`src/rtl/cs_rst_pkg.sv`:
```
// Shared types and helpers for the cs reset sequencer.
package cs_rst_pkg;

    typedef enum logic [2:0] {
        S_WAIT_LOCK = 3'd0,
        S_HOLD_ALL  = 3'd1,
        S_REL_DEV   = 3'd2,
        S_RUN       = 3'd3,
        S_HOLD_DEV  = 3'd4
    } state_e;

    // Counter width large enough to hold the longest of the three intervals.
    function automatic int unsigned cnt_width(input int unsigned a,
                                              input int unsigned b,
                                              input int unsigned c);
        int unsigned m;
        m = a;
        if (b > m) m = b;
        if (c > m) m = c;
        return $clog2(m + 1);
    endfunction

endpackage

```
`src/rtl/cs_sync2.sv`:
```
// Two-flop synchronizer for asynchronous single-bit status inputs.
module cs_sync2 #(
    parameter logic RST_VAL = 1'b0
) (
    input  logic clk,
    input  logic rst_n,
    input  logic d,
    output logic q
);

    logic s1_q, s1_d;
    logic s2_q, s2_d;

    always_comb begin
        s1_d = d;
        s2_d = s1_q;
    end

    always_ff @(posedge clk or negedge rst_n) begin
        if (!rst_n) begin
            s1_q <= RST_VAL;
            s2_q <= RST_VAL;
        end else begin
            s1_q <= s1_d;
            s2_q <= s2_d;
        end
    end

    assign q = s2_q;

endmodule

```
`src/rtl/cs_rst_ctrl.sv`:
```
// Reset sequencer: waits for stable PLL lock, releases rst_all then rst_dev,
// and services soft full/device reset requests.
module cs_rst_ctrl
    import cs_rst_pkg::*;
#(
    parameter int unsigned LOCK_CYCLES = 256,
    parameter int unsigned RST_CYCLES  = 16,
    parameter int unsigned DEV_DELAY   = 8
) (
    input  logic clk,
    input  logic rst_n,
    input  logic pll_lock,
    input  logic cmd_rst_all,
    input  logic cmd_rst_dev,
    output logic rst_all,
    output logic rst_dev,
    output logic busy,
    output logic rst_done
);

    localparam int unsigned CW = cnt_width(LOCK_CYCLES, RST_CYCLES, DEV_DELAY);
    localparam logic [CW-1:0] LOCK_LAST = CW'(LOCK_CYCLES - 1);
    localparam logic [CW-1:0] RST_LAST  = CW'(RST_CYCLES - 1);
    localparam logic [CW-1:0] DEV_LAST  = CW'(DEV_DELAY - 1);

    logic lock_s;

    state_e        state_q, state_d;
    logic [CW-1:0] cnt_q, cnt_d;
    logic          rst_all_q, rst_all_d;
    logic          rst_dev_q, rst_dev_d;
    logic          busy_q, busy_d;
    logic          rst_done_q, rst_done_d;

    cs_sync2 #(.RST_VAL(1'b0)) u_lock_sync (
        .clk   (clk),
        .rst_n (rst_n),
        .d     (pll_lock),
        .q     (lock_s)
    );

    // Next-state, counter and registered-output decode.
    always_comb begin
        state_d = state_q;
        cnt_d   = cnt_q;

        case (state_q)
            S_WAIT_LOCK: begin
                if (!lock_s)                 cnt_d   = '0;
                else if (cnt_q == LOCK_LAST) state_d = S_REL_DEV;
                else                         cnt_d   = cnt_q + CW'(1);
            end
            S_HOLD_ALL: begin
                if (cnt_q == RST_LAST) state_d = S_REL_DEV;
                else                   cnt_d   = cnt_q + CW'(1);
            end
            S_REL_DEV: begin
                if (cmd_rst_all)            state_d = S_HOLD_ALL;
                else if (cnt_q == DEV_LAST) state_d = S_RUN;
                else                        cnt_d   = cnt_q + CW'(1);
            end
            S_RUN: begin
                if (cmd_rst_all)      state_d = S_HOLD_ALL;
                else if (cmd_rst_dev) state_d = S_HOLD_DEV;
            end
            S_HOLD_DEV: begin
                if (cmd_rst_all)            state_d = S_HOLD_ALL;
                else if (cnt_q == RST_LAST) state_d = S_RUN;
                else                        cnt_d   = cnt_q + CW'(1);
            end
            default: state_d = S_WAIT_LOCK;
        endcase

        // Losing lock overrides every command and count.
        if (!lock_s && (state_q != S_WAIT_LOCK)) state_d = S_WAIT_LOCK;

        if (state_d != state_q) cnt_d = '0;

        rst_all_d  = (state_d == S_WAIT_LOCK) || (state_d == S_HOLD_ALL);
        rst_dev_d  = (state_d != S_RUN);
        busy_d     = (state_d != S_RUN);
        rst_done_d = (state_d == S_RUN) && (state_q != S_RUN);
    end

    always_ff @(posedge clk or negedge rst_n) begin
        if (!rst_n) begin
            state_q    <= S_WAIT_LOCK;
            cnt_q      <= '0;
            rst_all_q  <= 1'b1;
            rst_dev_q  <= 1'b1;
            busy_q     <= 1'b1;
            rst_done_q <= 1'b0;
        end else begin
            state_q    <= state_d;
            cnt_q      <= cnt_d;
            rst_all_q  <= rst_all_d;
            rst_dev_q  <= rst_dev_d;
            busy_q     <= busy_d;
            rst_done_q <= rst_done_d;
        end
    end

    assign rst_all  = rst_all_q;
    assign rst_dev  = rst_dev_q;
    assign busy     = busy_q;
    assign rst_done = rst_done_q;

endmodule

```
`config.mk`:
```
export PLATFORM = sky130hd
export DESIGN_NAME = cs_rst_ctrl
export DESIGN_NICKNAME = d
export VERILOG_FILES = /design/src/rtl/cs_rst_pkg.sv /design/src/rtl/cs_sync2.sv /design/src/rtl/cs_rst_ctrl.sv
export SDC_FILE = /design/constraint.sdc
export NUM_CORES = 1
export LEC_CHECK = 0
export ABC_AREA = 1
export BUFFER_PORTS_ARGS = -buffer_cell sky130_fd_sc_hd__buf_4
export CAP_MARGIN = 15
export CORE_MARGIN = 2
export CORE_UTILIZATION = 55
export CTS_BUF_LIST = sky130_fd_sc_hd__clkbuf_4
export CTS_CLUSTER_DIAMETER = 150
export DETAILED_ROUTE_END_ITERATION = 6
export GPL_TIMING_DRIVEN = 0
export MAX_ROUTING_LAYER = met4
export PLACE_DENSITY = 0.75
export SETUP_SLACK_MARGIN = 0.02
export SLEW_MARGIN = 20
export SYNTH_ARGS = -nofsm -noshare
export SYNTH_HDL_FRONTEND = slang
export SYNTH_HIERARCHICAL = 1
export SYNTH_SLANG_ARGS = --single-unit
```
`constraint.sdc`:
```
create_clock -name clk -period 4.95 [get_ports clk]
set_input_delay 0 -clock clk [delete_from_list [all_inputs] [get_ports clk]]
set_output_delay 0 -clock clk [all_outputs]
set_load 0.05 [all_outputs]
```
### Word level (Yosys, flattened, before mapping)

Index checks and enable logic that the tools add are counted.

| cells by class | value |
|---|---|
| mux-type cells | 19 |
| reductions and logical operators | 9 |
| add/sub/neg operators | 1 |
| eq/ne operators | 16 |

Operators with widths:

| cell | number |
|---|---|
| 2-to-1 mux 9 bit | 7 |
| case mux 9 bit (4 select lines) | 1 |
| 2-to-1 mux 3 bit | 10 |
| case mux 3 bit (5 select lines) | 1 |
| adder 9 x 1 -> 9 bit (second input constant) | 1 |
| == test 3 x 2 -> 1 bit (second input constant) | 3 |
| == test 9 x 3 -> 1 bit (second input constant) | 1 |
| == test 9 x 4 -> 1 bit (second input constant) | 1 |
| == test 9 x 8 -> 1 bit (second input constant) | 1 |
| inequality test 3 bit (second input constant) | 3 |
| == test 3 x 1 -> 1 bit (second input constant) | 2 |
| logical NOT 3 bit | 2 |
| inequality test 3 x 2 -> 1 bit (second input constant) | 2 |
| AND reduction 5 bit | 1 |
| nonzero test 5 bit | 1 |
| inequality test 4 bit (second input constant) | 1 |
| == test 3 bit (second input constant) | 1 |
| inequality test 3 bit | 1 |
| nonzero test 3 bit | 1 |
| logical AND 1 bit | 2 |
| logical NOT 1 bit | 1 |
| logical OR 1 bit | 1 |

| word-level totals | value |
|---|---|
| register bits after elaboration | 17 |
| output and inout bits | 4 |

### Depth between registers and ports, before layout

| logic depth | value |
|---|---|
| depth in word-level cells | 8 |
| gate-level depth with buffers | 13 |

### Modules after synthesis

The synthesis kept the hierarchy.

By module, submodules not included:

| module | instances | cells each | area an instance (um^2) | sequential area each (um^2) |
|---|---|---|---|---|
| cs_rst_ctrl | 1 | 150 | 1079.8 | 377.9 |
| cs_sync2 | 1 | 2 | 50.0 | 50.0 |

### Least setup slack after synthesis

OpenSTA, ideal clock, no wires.

| timing | value |
|---|---|
| kind | reg-to-reg |
| start | register cnt_q[0] |
| end | register cnt_q[0] |
| cell stages (with the launch flop) | 12 |
| clock period less this slack | 1832 ps |
| library setup time | 119 ps |
| setup slack | 3118 ps |
| required time | 4831 ps |
| arrival time | 1713 ps |
| path through | dfrtp_1 -> ha_1 -> nand3_1 -> inv_1 -> nand4_1 -> nor2_1 -> ha_1 -> nand4_1 -> nand4_4 -> buf_6 -> a21oi_1 -> nor2_1 |

| on the way | value |
|---|---|
| longest elaborated chain between the ends | 8 |
| elaborated cells on any way between the ends | 28 |

RTL lines:

| what | RTL line | source |
|---|---|---|
| from (decl) | cs_rst_ctrl.sv:29 | `logic [CW-1:0] cnt_q, cnt_d;` |
| from (signal assigned) | cs_rst_ctrl.sv:95 | `cnt_q <= cnt_d;` |
| == test 9 x 4 -> 1 bit, or another cell as far along | cs_rst_ctrl.sv:54, cs_rst_ctrl.sv:68 |  |
| 2-to-1 mux 3 bit (on tied branches) | cs_rst_ctrl.sv:68, cs_rst_ctrl.sv:50, cs_rst_ctrl.sv:59 |  |
| 2-to-1 mux 3 bit (on tied branches) | cs_rst_ctrl.sv:67, cs_rst_ctrl.sv:49, cs_rst_ctrl.sv:58 |  |
| case mux 3 bit (5 select lines) | cs_rst_ctrl.sv:47 | `case (state_q)` |
| 2-to-1 mux 3 bit | cs_rst_ctrl.sv:75 | `if (!lock_s && (state_q != S_WAIT_LOCK)) state_d = S_WAIT_LOCK;` |
| inequality test 3 bit | cs_rst_ctrl.sv:77 | `if (state_d != state_q) cnt_d = '0;` |
| inequality test 4 bit (no source line), or another cell as far along | n/a |  |
| AND reduction 5 bit (no source line) | n/a |  |

Several ways; a longest one is shown, not always the timed one. The select of a mux whose other input is x is not followed.
A chain may end at the register's enable or synchronous reset.

### Final worst setup path

| timing | value |
|---|---|
| start | register cnt_q[0] |
| end | register cnt_q[2] |

Same word-level chain as after synthesis.

==> results.yml <==
outcome:
  status: "finished, final reports clean"
place:
  io_buffers: 8
  dp_hpwl_microns: 1662
  place_congestion: 0.8754
power_and_ir_drop:
  p_leak_uw: 0.0006746
  finalPower_uw: 235.7
  p_sw_share_pct: 23.78
  clockPowerShare_pct: 32.0
  combPwrFrac_pct: 7.0
  ir_drop_uv: 226.6
  share_seq_of_total_power_pct: 61.0
  internal_power_uw: 179.7
  pwr_density_cell_nw_per_um2: 185.1
  p_switching_uw: 56.07
layout:
  area_growth_syn_to_layout_pct: 12.74
  n_fill_cell: 182
  most-common-layout-cells: "nand2_1, nor2_1, inv_1, dfrtp_1, nand3_1"
  final_common_cell: "nand2_1"
  drive_gt1_share_pct: 25.30
  antennaDiodeCount: 0
  fin_nets: 174
logic_synthesis:
  yosysSeqAreaShare_pct: 37.87
  synthCells: 152
  syn_area_per_cell_sq_um: 7.433
  yosys_register_bits: 17
  synth_nets: 159
  synth.distinct_cells: 24
  synth_warnings: 6
  synthesis.area_sq_um: 1130
worst_setup_path:
  crit_path_max_fanout: 10
  slowest_delay_ps: 400
  critical_path_arrival_ps: 2320
  slowest_stage: "dfrtp_1"
  worst_setup_path_end_kind: "flip-flop"
  criticalPathCategory: "flip-flop to flip-flop"
  crit_required_ps: 5140
  crit_chain: "ha_1 > nand3_1 > inv_1 > nand4_1 > nor2_1 > ha_1 > nand4_1 > nand4_4 > buf_6 > nor2_2 > a21oi_1 > nor2_1"
  crit_path_start_kind: "flip-flop"
clock_tree:
  cts_tree: "built"
  htreeDepth: 1
  cts_setup_buffers: 0
  cts_buffers: 3
  clock_latency_ps: 290
  clkTransAtPathRegs_ps: 100
  cts-root-buf: "clkbuf_4"
  clockBufferDepth: 2
  cts.sinks: 17
drt:
  ant_nets: 0
  drc: 0
  drt-vias-per-instance: 5.067
  wl_microns: 2125
  drt-wirelength-per-cell_microns: 11.01
  via_count: 978
  first_pass_iters: 4
  dr.first_iter.drc_count: 13
grt:
  grt_max_degree: 18
  antenna_found_initial: 0
  grtUsageTotal_pct: 20.13
  grt_pass1_wl_microns: 3739
  grt_pass1_vias: 904
  overflow: 0
timing:
  worst_pin_slew_ps: 261.3
  clock.fmax_mhz: 468.4
  fin_crit_ps: 2135
  setup_tns_ps: 0
  finalHoldViolations: 0
  setup_viol: 0
  maxSlewViolCount: 0
  rsz0062_at_grt: "false"
  maxSlewHeadroom_pct: 82.51
  fin_worst_skew_ps: 3.969
  period_share_pct: 43.13
run:
  drv_cap: 0
floorplan:
  ios: 9
  start_util_pct: 58.18
  die_h_microns: 49.33
  fp.dieArea_sq_um: 2433
  rows: 16
  core-area_sq_um: 1942
  die_width_microns: 49.33
hold_path:
  min_path_type: "input port to async pin"
power groups by stage:
stage	clock, uW	combinational (uW)	sequential [uW]
final	75.6	16.4	144
after global routing	81.3	19.2	144
after CTS	77.4	16.7	144
after detailed placement	0	15.3	146
after global placement	0	14.8	146
after floorplan	0	8.49	146
logic make-up (layout without fill, tap and decap cells):
| logic type | after synthesis | in the layout | share of synthesized area, % |
|---|---|---|---|
| DFF | 17 | 17 | 37.87 |
| adders and majority gates | 3 | 3 | 3.211 |
| and+or+nand+nor | 96 | 96 | 41.53 |
| AOI/OAI and AO/OA | 13 | 13 | 6.977 |
| xor gates and xnor gates | 1 | 1 | 1.440 |
| buffers and inverters | 22 | 36 | 8.969 |
metrics by stage:
stage          setup WS (ps)  hold slack (ps)  instances  cell area, sq um  util [%]
2_1_floorplan           3118           -295.6        152              1130         -
3_3_place_gp            2865           -128.3        187              1224     63.02
3_5_place_dp            2817           -127.6        187              1224     63.02
4_1_cts                 2807            100.7        193              1274     65.59
5_1_grt                 2606            110.9        193              1274     65.59
6_report                2815            97.00        193              1274     65.59
registers in the layout, indices dropped and copies added, names as in the netlist:
register	flops
cnt_q	9
rst_all	1
u_lock_sync/s1_q	1
state_q	3
u_lock_sync/q	1
busy	1
rst_done	1
layout make-up:
cell class                 instances  area [sq um]  area share (%)
tap                               27         33.78           2.652
timing repair buffer              10         80.08           6.287
buffer                             3         30.03           2.358
clock inverter                     1         7.507          0.5894
clock buffer                       3         22.52           1.768
multi-input combinational        113         600.6           47.15
inverter                          19         71.32           5.599
sequential                        17         427.9           33.60
synthesized netlist by cell type, drive strengths merged:
master | count | share of area, %
a21oi | 9 | 4.0
nand3 | 17 | 9.5
dfstp | 2 | 4.7
nand2 | 43 | 16
o21ai | 3 | 2.3
xor2 | 1 | 1.4
buf | 3 | 2.7
ha | 2 | 2.2
dfrtp | 15 | 33
or2 | 1 | 0.55
nand4 | 3 | 3.0
nor2 | 30 | 12
inv | 19 | 6.3
maj3 | 1 | 1.0
o21a | 1 | 0.66
nand3b | 2 | 1.3
routing by layer:
metal	wire [microns]	up-vias	track usage, %
met5	0	-	-
met4	14	0	6.667
met3	41	2	1.840
met2	1017	8	33.78
met1	1051	457	25.54
li1	-	511	-
worst max-delay path: cells and delay by family, from the launching register on:
family | cells | cell delay, ps
adders and majority gates | 2 | 340
and+or+nand+nor | 7 | 870
AOI/OAI and AO/OA | 1 | 130
DFF | 1 | 400
buffers and inverters | 2 | 270
timing repair:
| item | in CTS | in global routing |
|---|---|---|
| gates resized for setup | 0 | 0 |
| hold endpoints to repair | 18 | 0 |
| hold buffers | 2 | 0 |
final timing paths:
check,startpoint,endpoint,slack (ps),cells past startpoint
max,cnt_q[0],cnt_q[2],2820,12
min,rst_n,cnt_q[1],100,2
max reg2reg,cnt_q[0],cnt_q[2],2820,12
min reg2reg,u_lock_sync/s1_q,u_lock_sync/q,370,0
max in group asynchronous,rst_n,rst_all,4600,2
min in group clk,cmd_rst_dev,state_q[2],120,5
(Power assumes the default switching activity.)
